--- config.mk ---
export PLATFORM = sky130hd
export DESIGN_NAME = mem_arb_8x1024
export DESIGN_NICKNAME = d
export VERILOG_FILES = /design/src/rtl/mem_arb_8x1024.sv
export SDC_FILE = /design/constraint.sdc
export NUM_CORES = 1
export LEC_CHECK = 0
export CAP_MARGIN = 25
export CORE_ASPECT_RATIO = 0.7
export CORE_MARGIN = 2
export CORE_UTILIZATION = 30
export CTS_CLUSTER_SIZE = 16
export DETAILED_ROUTE_END_ITERATION = 8
export PLACE_DENSITY = 0.77
export SYNTH_ARGS = -nofsm -noshare
export SYNTH_HDL_FRONTEND = slang
export SYNTH_SLANG_ARGS = --single-unit
--- constraint.sdc ---
create_clock -name clk -period 3.4 [get_ports clk]
set_input_delay 0.51 -clock clk [delete_from_list [all_inputs] [get_ports clk]]
set_output_delay 0.51 -clock clk [all_outputs]
set_load 0.1 [all_outputs]
--- src/rtl/mem_arb_8x1024.sv ---
// rtl/mem_arb_8x1024.sv - two-requester round-robin arbiter and zero-fill sequencer for an 8x1024 RAM
module mem_arb_8x1024 #(
    parameter int DW      = 8,
    parameter int AW      = 10,
    parameter int INIT_EN = 1
) (
    input  logic          clk,
    input  logic          rst,
    input  logic          a_req,
    input  logic          a_we,
    input  logic [AW-1:0] a_addr,
    input  logic [DW-1:0] a_wdata,
    output logic          a_gnt,
    output logic          a_rvalid,
    output logic [DW-1:0] a_rdata,
    input  logic          b_req,
    input  logic          b_we,
    input  logic [AW-1:0] b_addr,
    input  logic [DW-1:0] b_wdata,
    output logic          b_gnt,
    output logic          b_rvalid,
    output logic [DW-1:0] b_rdata,
    output logic          mem_wr,
    output logic [AW-1:0] mem_addr,
    output logic [DW-1:0] mem_d_i,
    input  logic [DW-1:0] mem_d_o,
    output logic          init_done
);

    typedef enum logic {S_INIT, S_RUN} state_t;

    state_t        r_state;
    logic [AW-1:0] r_cnt;
    logic          r_last_b;      // 1 = B was granted last, so A wins the next tie
    logic          r_init_done;
    logic          r_a_rvalid;
    logic          r_b_rvalid;
    logic [DW-1:0] r_a_hold;
    logic [DW-1:0] r_b_hold;

    logic w_run;
    logic w_init;
    logic w_gnt_a;
    logic w_gnt_b;

    // Outputs are forced quiet while reset is held so an in-flight read never surfaces
    assign w_run   = !rst && (r_state == S_RUN);
    assign w_init  = !rst && (r_state == S_INIT);
    assign w_gnt_a = w_run && a_req && (!b_req || r_last_b);
    assign w_gnt_b = w_run && b_req && (!a_req || !r_last_b);

    assign a_gnt     = w_gnt_a;
    assign b_gnt     = w_gnt_b;
    assign a_rvalid  = !rst && r_a_rvalid;
    assign b_rvalid  = !rst && r_b_rvalid;
    assign a_rdata   = rst ? '0 : (r_a_rvalid ? mem_d_o : r_a_hold);
    assign b_rdata   = rst ? '0 : (r_b_rvalid ? mem_d_o : r_b_hold);
    assign init_done = rst ? (INIT_EN == 0) : r_init_done;

    // RAM port mux: zero-fill during init, otherwise the granted requester, otherwise idle zeros
    always_comb begin
        mem_wr   = 1'b0;
        mem_addr = '0;
        mem_d_i  = '0;
        if (w_init) begin
            mem_wr   = 1'b1;
            mem_addr = r_cnt;
        end else if (w_gnt_a) begin
            mem_wr   = a_we;
            mem_addr = a_addr;
            mem_d_i  = a_wdata;
        end else if (w_gnt_b) begin
            mem_wr   = b_we;
            mem_addr = b_addr;
            mem_d_i  = b_wdata;
        end
    end

    // Sequencer state, round-robin history and read-return tracking
    always_ff @(posedge clk) begin
        if (rst) begin
            r_state     <= (INIT_EN != 0) ? S_INIT : S_RUN;
            r_cnt       <= '0;
            r_last_b    <= 1'b1;
            r_init_done <= (INIT_EN == 0);
            r_a_rvalid  <= 1'b0;
            r_b_rvalid  <= 1'b0;
            r_a_hold    <= '0;
            r_b_hold    <= '0;
        end else begin
            case (r_state)
                S_INIT: begin
                    r_cnt <= r_cnt + 1'b1;
                    if (r_cnt == {AW{1'b1}}) begin
                        r_state     <= S_RUN;
                        r_init_done <= 1'b1;
                    end
                end
                default: begin
                    if (w_gnt_a) begin
                        r_last_b <= 1'b0;
                    end else if (w_gnt_b) begin
                        r_last_b <= 1'b1;
                    end
                end
            endcase
            r_a_rvalid <= w_gnt_a && !a_we;
            r_b_rvalid <= w_gnt_b && !b_we;
            if (r_a_rvalid) begin
                r_a_hold <= mem_d_o;
            end
            if (r_b_rvalid) begin
                r_b_hold <= mem_d_o;
            end
        end
    end

endmodule
==> flow_summary.ini <==
[floorplan]
coreArea_um2 = 4780
initial_core_util_pct = 31.1
die_area_um2 = 5540
pin_count = 90
num_rows = 21
die_x_um = 88.1
die_h_um = 62.9

[worst_setup_path]
path_class = input pin to output pin
worst-path-buf-inv = 3
path_cells = clkdlybuf4s50_1 > nor2b_1 > and3_1 > buf_4 > a221o_1 > buf_12
reg2reg_setup_slack_ns = 1.93
cp_slowest_cell = clkdlybuf4s50_1
critPathArrivalTime_ns = 2.18
critPathRequiredTime_ns = 2.89
end_kind = output pin
r2r_cells = 4
r2r-start = r_cnt[0]$_SDFFE_PP0N_
r2r-end = r_cnt[8]$_SDFFE_PP0N_
crit_family = buffers and inverters
critical_path_peak_fanout = 19
slowest_delay_ns = 0.57
start_kind = input pin

[clocking]
clk_latency_ns = 0.28
cts_tree = done
cts_buffer_depth = 2
htree_levels = 2
post_cts_resized = 0
clkSlewWorstSetupHoldPaths_ns = 0.07
postCtsSetupBuffers = 0
cts_hold_buffers = 0
cts_sinks = 31
numCtsBuffers = 5
root_buffer = clkbuf_8

[placed_design]
gp_congestion = 0.779
dpl_worst_slack_ns = 0.700
dp_hpwl_um = 3470
portBuffers = 89

[grt]
grt_pass1_vias = 1469
grt_overflow = 0
track_usage_pct = 16.1
grt_pass1_wl_um = 7040
antenna_found_initial = 0
grt_max_degree = 32

[yosys]
synth-seq-area-share_pct = 41.8
netlist_instances = 157
post-synth-top-count-cell = dfxtp_1
netlist_top_cells_count = dfxtp_1 (31), nor2_1 (22), mux2i_1 (17)
synth.distinct_cells = 32
ys_async_sr_fraction_pct = 0
synth_flop_cell = dfxtp_1
yosys_warnings = 0
synth_top_cell_by_area = dfxtp_1
syn_avg_cell_area_um2 = 9.46
yosysTopAreaCellShare_pct = 41.8
synth_seq_cells = 31
synth_edf_count = 0
synthTopCellsByArea = dfxtp_1 (42%), mux2i_1 (11%), a221o_1 (7.4%), nor2_1 (5.6%), a22o_1 (4.7%)
synth_area_um2 = 1490
syn-num-nets = 208

[detailed_routing]
dr.pass1.iters = 4
dr_wl_met2_um = 2070
routed_wl_um = 4450
vias_per_cell = 4.72
drcViolationCount = 0
dr_wl_met3_um = 374
detail_route.wl_per_cell_um = 14.2
drt_iter0_drc = 40
vias = 1483
drtAntennaViolNets = 0
wl_met1_um = 1990
highest_layer = met4

[min_path]
hold_depth = 2
min-delay-start = r_cnt[9]$_SDFFE_PP0N_
min_path_type = flip-flop to flip-flop
hold-path-endpoint = r_cnt[9]$_SDFFE_PP0N_

[timing]
slew_viol_final = 0
fmax_mhz = 371
skew_ns = 0.00346
fin_ws_ns = 0.707
worst-slew-pin-transition_ns = 0.657
finalSetupViolations = 0
timing.slew.headroom_pct = 56.1
fin_crit_sh_pct = 79.2
fin_tns_setup_ns = 0
hold_violations = 0
grt_setup_unrepaired = false
timing.final.crit_period_ns = 2.69

[final_layout]
final_nets = 295
area_growth_syn_to_layout_pct = 98.7
post-route-util_pct = 61.7
drive_gt1_share_pct = 22.9
diodes = 0

[pwr]
p_leak_nw = 1.13
pwr_density_cell_nw_per_um2 = 290
peakVddDrop_uv = 174

[status]
outcome = completed

[flow_run]
cap_violations = 0
[how the worst max path moves through the flow]
stage               from     endpoint  slack (ns)  cells after the start
floorplan            rst   mem_d_i[0]        0.59                      5
global placement     rst  mem_addr[3]        0.71                      5
detailed placement   rst  mem_addr[4]        0.70                      6
CTS                  rst  mem_addr[8]        0.70                      5
global route         rst  mem_addr[8]        0.63                      5
finish               rst  mem_addr[4]        0.71                      6
[sequential cells by signal (all words and copies together) (netlist names)]
| register | cells |
|---|---|
| r_a_hold | 8 |
| r_a_rvalid | 1 |
| r_b_hold | 8 |
| r_b_rvalid | 1 |
| r_cnt | 10 |
| r_init_done | 1 |
| r_last_b | 1 |
| r_state | 1 |
[cells by family after synthesis]
| logic type | share of synthesized area (%) |
|---|---|
| compound gates | 17.8 |
| xor+xnor | 2.36 |
| fa+ha+maj | 0.842 |
| buf+inv | 3.79 |
| flops | 41.8 |
| mux | 11.5 |
| simple gates | 22.0 |
[per-stage QoR]
| stage | hold WS [ns] | area, um2 | std cells | power (W) |
|---|---|---|---|---|
| finish | 0.504 | 2950 | 314 | 0.000855 |
| global placement | 0.481 | 2830 | 306 | 0.000489 |
| floorplan | 0.461 | 1490 | 157 | 0.000415 |
| detailed placement | 0.491 | 2830 | 306 | 0.000490 |
| CTS | 0.504 | 2950 | 314 | 0.000868 |
| global route | 0.534 | 2950 | 314 | 0.000896 |
[worst reg2reg max path, delay by kind of cell (launching register included)]
family,cells,cell delay (ns)
AND/OR/NAND/NOR,2,0.56
flip-flops,1,0.45
adder cells (fa/ha/maj),1,0.25
AO/OA/AOI/OAI,1,0.15
[layer usage]
layer / track usage (%) / vias to the layer above
met5: 0 / -
met4: 3.22 / 0
met3: 5.94 / 2
met2: 25.9 / 62
met1: 20.6 / 674
li1: - / 745
[layout make-up]
cell class | instances | area, um2
Fill cell | 378 | 1830
Clock buffer | 6 | 82.6
Clock inverter | 2 | 35.0
Tap cell | 69 | 86.3
Timing Repair Buffer | 92 | 1310
Sequential cell | 31 | 621
Multi-Input combinational cell | 113 | 808
Inverter | 1 | 3.75
[placed cells by master (no fill, tap or decap), types with 2 or more instances in the layout]
cell	instances
nand3_1	2
dfxtp_1	31
nor2b_1	7
and3_1	2
clkbuf_8	6
o31ai_1	2
nand2_1	3
a221o_1	11
a22o_1	8
and2_1	8
nor2_1	22
buf_4	3
clkdlybuf4s50_1	49
xor2_1	3
mux2i_1	17
or3_1	3
o21ai_0	3
buf_12	40
a21oi_1	6
or4_1	2
nor3_1	2
[where the power goes]
part           leakage (nW)  switching [W]  internal, W  total (W)
clock                0.0612       0.000136     0.000237   0.000373
combinational         0.815      0.0000440    0.0000666   0.000111
sequential            0.250     0.00000517     0.000366   0.000371
Note: power is estimated with default switching activity, not from simulation.
==> patch 1, RTL diff (config.mk and constraints unchanged) <==
Make the reset (`rst`) asynchronous in one clocked block.
--- a/src/rtl/mem_arb_8x1024.sv
+++ b/src/rtl/mem_arb_8x1024.sv
@@ -79,3 +79,3 @@
     // Sequencer state, round-robin history and read-return tracking
-    always_ff @(posedge clk) begin
+    always_ff @(posedge clk or posedge rst) begin
         if (rst) begin
Function: same outputs for any inputs over 10 cycles, from zero or initial values and one cycle with rst high; that may be too few to reach the edited logic, so the function may still have changed.
==> patch 1 against the original RTL <==
Setup slack worse by 260 ps; largest power group is now registers; routed wire length increased by 0.72%; sequential cell count is the same; global-route usage decreased by 0.51 points; via count down 1.7%; fmax is 8.8% lower; clock skew increased by 1.6 ps; synthesized area up 11%; total power shrank 7.5%; design area grew 3.6%.
==> patch 1: results (changes against the original RTL) <==
- Status: complete, no violations (unchanged)
- Sequential element share of the synthesized area: 46.9% (was 41.8%)
- Syn Nets: 194 (was 208)
- Clock Skew: 5.05 ps (was 3.46 ps)
- First-pass GRT wire length: 7.42 mm (was 7.04 mm)
- Synth area leaders: dfrtp_1, mux2_2, and2_1 (was dfxtp_1, mux2i_1, a221o_1)
- Post-synth ARST share: 100% (was 0%)
- WL final: 4.49 mm (was 4.45 mm)
- Place WS: 452 ps (was 700 ps)
- Share of cells above drive strength 1: 30.2% (was 22.9%)
- Placed cell areas: 0.00296 sq mm (was 0.00283 sq mm)
- Leakage: 1.38 nW (was 1.13 nW)
- Hold_sp: r_init_done$_DFFE_PP0P_ (was r_cnt[9]$_SDFFE_PP0N_)
- Clk pwr share: 39.7% (was 43.6%)
- P_clk: 0.314 mW (was 0.373 mW)
- Adder-cell area share of the yosys netlist: 0.756% (was 0.842%)
- End-of-flow core utilization: 57.8% (was 61.7%)
- XOR/XNOR Fraction of Synth Area: 4.76% (was 2.36%)
- NetSw: 0.174 mW (was 0.185 mW)
- Number of global-route vias before repair: 1541 (was 1469)
- Largest net degree at the start of global routing: 27 (was 32)
- DR WL/cell: 14.8 um (was 14.2 um)
- FILL cells: 441 (was 378)
- Yosys cell types: 26 (was 32)
- DP HPWL: 3.59 mm (was 3.47 mm)
- Cells after Synth: 143 (was 157)
- Cell family with most CP delay: simple AND/OR/NAND/NOR gates (was buffers and inverters)
- Maximum vdd ir drop: 138 uV (was 174 uV)
- Via/cell ratio: 4.80 (was 4.72)
- Worst EP arrival: 2440 ps (was 2180 ps)
-- patch 1: cell count changes after synthesis, sizes merged, moves of 3 or more --
cell / before / now
dfxtp: 31 / 0
dfrtp: 0 / 30
nor2: 22 / 2
mux2: 0 / 17
mux2i: 17 / 0
and2: 9 / 18
and3: 2 / 9
a21oi: 6 / 0
xnor2: 1 / 7
nor2b: 7 / 3
and2b: 0 / 3
and3b: 0 / 3
or3: 3 / 0
-- patch 1: kinds of logic (layout without fill, tap and decap cells) --
logic type / Yosys count / after routing
xor gates and xnor gates: 9 / 9
DFF: 31 / 31
adders and majority gates: 1 / 1
buffers and inverters: 12 / 101
muxes: 17 / 17
AOI/OAI and AO/OA: 23 / 23
and+or+nand+nor: 50 / 50
-- patch 1: final cells by class --
type / count / area share, %
inverters: 2 / 0.246
well taps: 72 / 2.95
repair buffers: 91 / 41.5
clock buffers: 8 / 3.27
flip-flops and latches: 31 / 25.4
multi-input cells: 100 / 26.6
-- patch 1: per-layer routing --
layer	vias to the layer above	share of wire [%]	track usage, %
li1	695	-	-
met1	694	45	20.2
met2	63	44	24.0
met3	6	9.7	5.59
met4	0	0.89	5.51
met5	-	0	0
-- patch 1: final timing paths --
path	endpoint	slack, ps	cells past startpoint
setup / recovery	mem_d_i[7]	450	5
hold / removal	r_init_done$_DFFE_PP0P_	470	1
setup reg to reg	r_b_rvalid$_DFF_PP0_	1770	3
hold reg to reg	r_init_done$_DFFE_PP0P_	470	1
max in group asynchronous	r_last_b$_DFFE_PP1P_	2400	3
min in group asynchronous	r_cnt[1]$_DFFE_PP0N_	740	3
==> patch 2, RTL diff (same settings) <==
Without the edit above. The parameter `AW` goes from 10 to 12.
--- a/src/rtl/mem_arb_8x1024.sv
+++ b/src/rtl/mem_arb_8x1024.sv
@@ -3,3 +3,3 @@
     parameter int DW      = 8,
-    parameter int AW      = 10,
+    parameter int AW      = 12,
     parameter int INIT_EN = 1
Interface: changed (resized a_addr, b_addr and mem_addr); port bits go from 90 to 96. No check against the original RTL was run, so the function may have changed too.
==> patch 2 against the original RTL <==
Cell count increased by 9.9%; combinational power increased by 8%; fmax increased by 0.35%; die area increased by 11%; routed wire length increased by 11%; clock skew increased by 2.3 ps; setup slack improved by 9.3 ps; via count increased by 15%; sequential cell count increased by 2; synthesized area increased by 12%; design area increased by 7.9%; total power decreased by 7.2%; non-clock buffer count increased by 8; largest cell class unchanged.
==> patch 2: results (changes against the original RTL) <==
- Status: complete, no violations (unchanged)
- Compound-Gate Fraction of Synth Area: 17.3% (was 17.8%)
- Clock latency on the worst-skew pair: 280 ps (about the same)
- Clock Skew: 5.73 ps (was 3.46 ps)
- GRT Util Overall: 16.5% (was 16.1%)
- Global placement routability congestion: 0.736 (was 0.779)
- Number of CTS-inserted buffers: 5 (unchanged)
- Max incr delay on CP: 540 ps (was 570 ps)
- DR WL/cell: 14.4 um (was 14.2 um)
- Leakage: 1.22 nW (was 1.13 nW)
- Mux contribution to synthesized area: 11.6% (was 11.5%)
- Number of I/O port buffers: 95 (was 89)
- Adder-cell area share of the yosys netlist: 0.754% (was 0.842%)
- Cell family with most CP delay: buffers and inverters (unchanged)
- Share of cells above drive strength 1: 22.7% (was 22.9%)
- CP max FO: 22 (was 19)
- Final setup fails: 0 (unchanged)
- Sequential element share of the synthesized area: 39.8% (was 41.8%)
- Via/cell ratio: 4.93 (was 4.72)
- Initial DRC count: 137 (was 40)
- Maximum vdd ir drop: 227 uV (was 174 uV)
- Yosys cell types: 32 (unchanged)
- Crit Reg-Reg Endpoint: r_cnt[10]$_SDFFE_PP0N_ (was r_cnt[8]$_SDFFE_PP0N_)
- R2R Setup Slk: 1760 ps (was 1930 ps)
- H-tree lvl count: 2 (unchanged)
- Reg clk slew, reported paths: 70 ps (about the same)
- Postcts setup bufs: 0 (unchanged)
- Hold/Removal Path Class: reg -> reg (unchanged)
- Synth area leaders: dfxtp_1, mux2i_1, a221o_1 (unchanged)
- Hold path endpoint: r_cnt[9]$_SDFFE_PP0N_ (unchanged)
- Worst reg-to-reg path cell count: 4 (unchanged)
- FILL cells: 427 (was 378)
- DP HPWL: 3.91 mm (was 3.47 mm)
- First-pass GRT wire length: 8.00 mm (was 7.04 mm)
- Max_cap viols: 0 (unchanged)
- XOR/XNOR Fraction of Synth Area: 2.11% (was 2.36%)
- Final net count: 327 (was 295)
- Number of global-route vias before repair: 1641 (was 1469)
- Largest regs: r_cnt: 12 flops, r_a_hold: 8 flops, r_b_hold: 8 flops (was r_cnt: 10 flops, r_a_hold: 8 flops, r_b_hold: 8 flops)
- P_int: 0.604 mW (was 0.670 mW)
- Critical-path top delay cell: clkdlybuf4s50_1 (unchanged)
- Initial DRT Pass Iterations: 6 (was 4)
- Syn Nets: 232 (was 208)
- Ys flop type: dfxtp_1 (unchanged)
- Largest net degree at the start of global routing: 23 (was 32)
- Worst slew margin: 58.4% (was 56.1%)
- Commonest cells in the netlist: dfxtp_1, nor2_1, mux2i_1, a221o_1, and2_1 (was dfxtp_1, nor2_1, mux2i_1, a221o_1)
- Hold_sp: r_cnt[9]$_SDFFE_PP0N_ (unchanged)
[patch 2: cell types whose count changed after synthesis, moves of 3 or more]
cell / before / now
nor4_1: 0 / 3
nor2_1: 22 / 26
nand2_1: 3 / 8
nand4_1: 0 / 3
[patch 2: how the worst max path moves through the flow]
stage	cells after the start	slack, ps	end	startpoint
final	6	720	mem_addr[9]	rst
after global placement	5	740	mem_addr[11]	rst
after floorplan	4	500	mem_d_i[0]	b_req
after global routing	5	590	mem_addr[11]	rst
after detailed placement	6	710	mem_addr[9]	rst
after CTS	6	710	mem_addr[9]	rst
[patch 2: power groups by stage]
stage / logic [mW] / registers (mW) / clock network, mW
2_1_floorplan: 0.0402 / 0.403 / 0
3_5_place_dp: 0.120 / 0.405 / 0
6_report: 0.120 / 0.396 / 0.278
3_3_place_gp: 0.118 / 0.404 / 0
4_1_cts: 0.121 / 0.396 / 0.285
5_1_grt: 0.127 / 0.396 / 0.304
[patch 2: metal layers]
metal	vias to the layer above	share of wire (%)	global-route usage [%]
met4	0	0.38	4.78
met3	2	9.3	5.36
li1	840	-	-
met1	780	43	21.0
met5	-	0	0
met2	79	47	26.6
[patch 2: cells by family (layout without fill, tap and decap cells)]
family          after synthesis  count (layout)
simple gates                 71              71
compound gates               35              35
flops                        33              33
mux                          19              19
buf+inv                      14             110
xor+xnor                      4               4
fa+ha+maj                     1               1
[patch 2: worst reg2reg max path: stages, from the launching register on]
cell     delay, ps
dfxtp_1        440
ha_1           280
nand2_1        110
nor4_1         340
mux2_2         370
[patch 2: final cells by class]
cell class / count / share of cell area, %
clock buffer: 6 / 2.28
clock inverter: 2 / 0.314
inverter: 2 / 0.236
multi-input combinational: 130 / 29.3
sequential: 33 / 20.8
timing repair buffer: 100 / 44.3
tap: 72 / 2.83
[patch 2: metrics by stage]
step                      area (sq um)  power, mW  hold WS (ps)  cells  worst slack, ps
final                             3180      0.793           515    345              717
after global routing              3180      0.827           555    345              594
after CTS                         3180      0.801           514    345              709
after detailed placement          3100      0.525           507    337              713
after global placement            3100      0.522           494    337              739
after floorplan                   1660      0.443           471    177              503
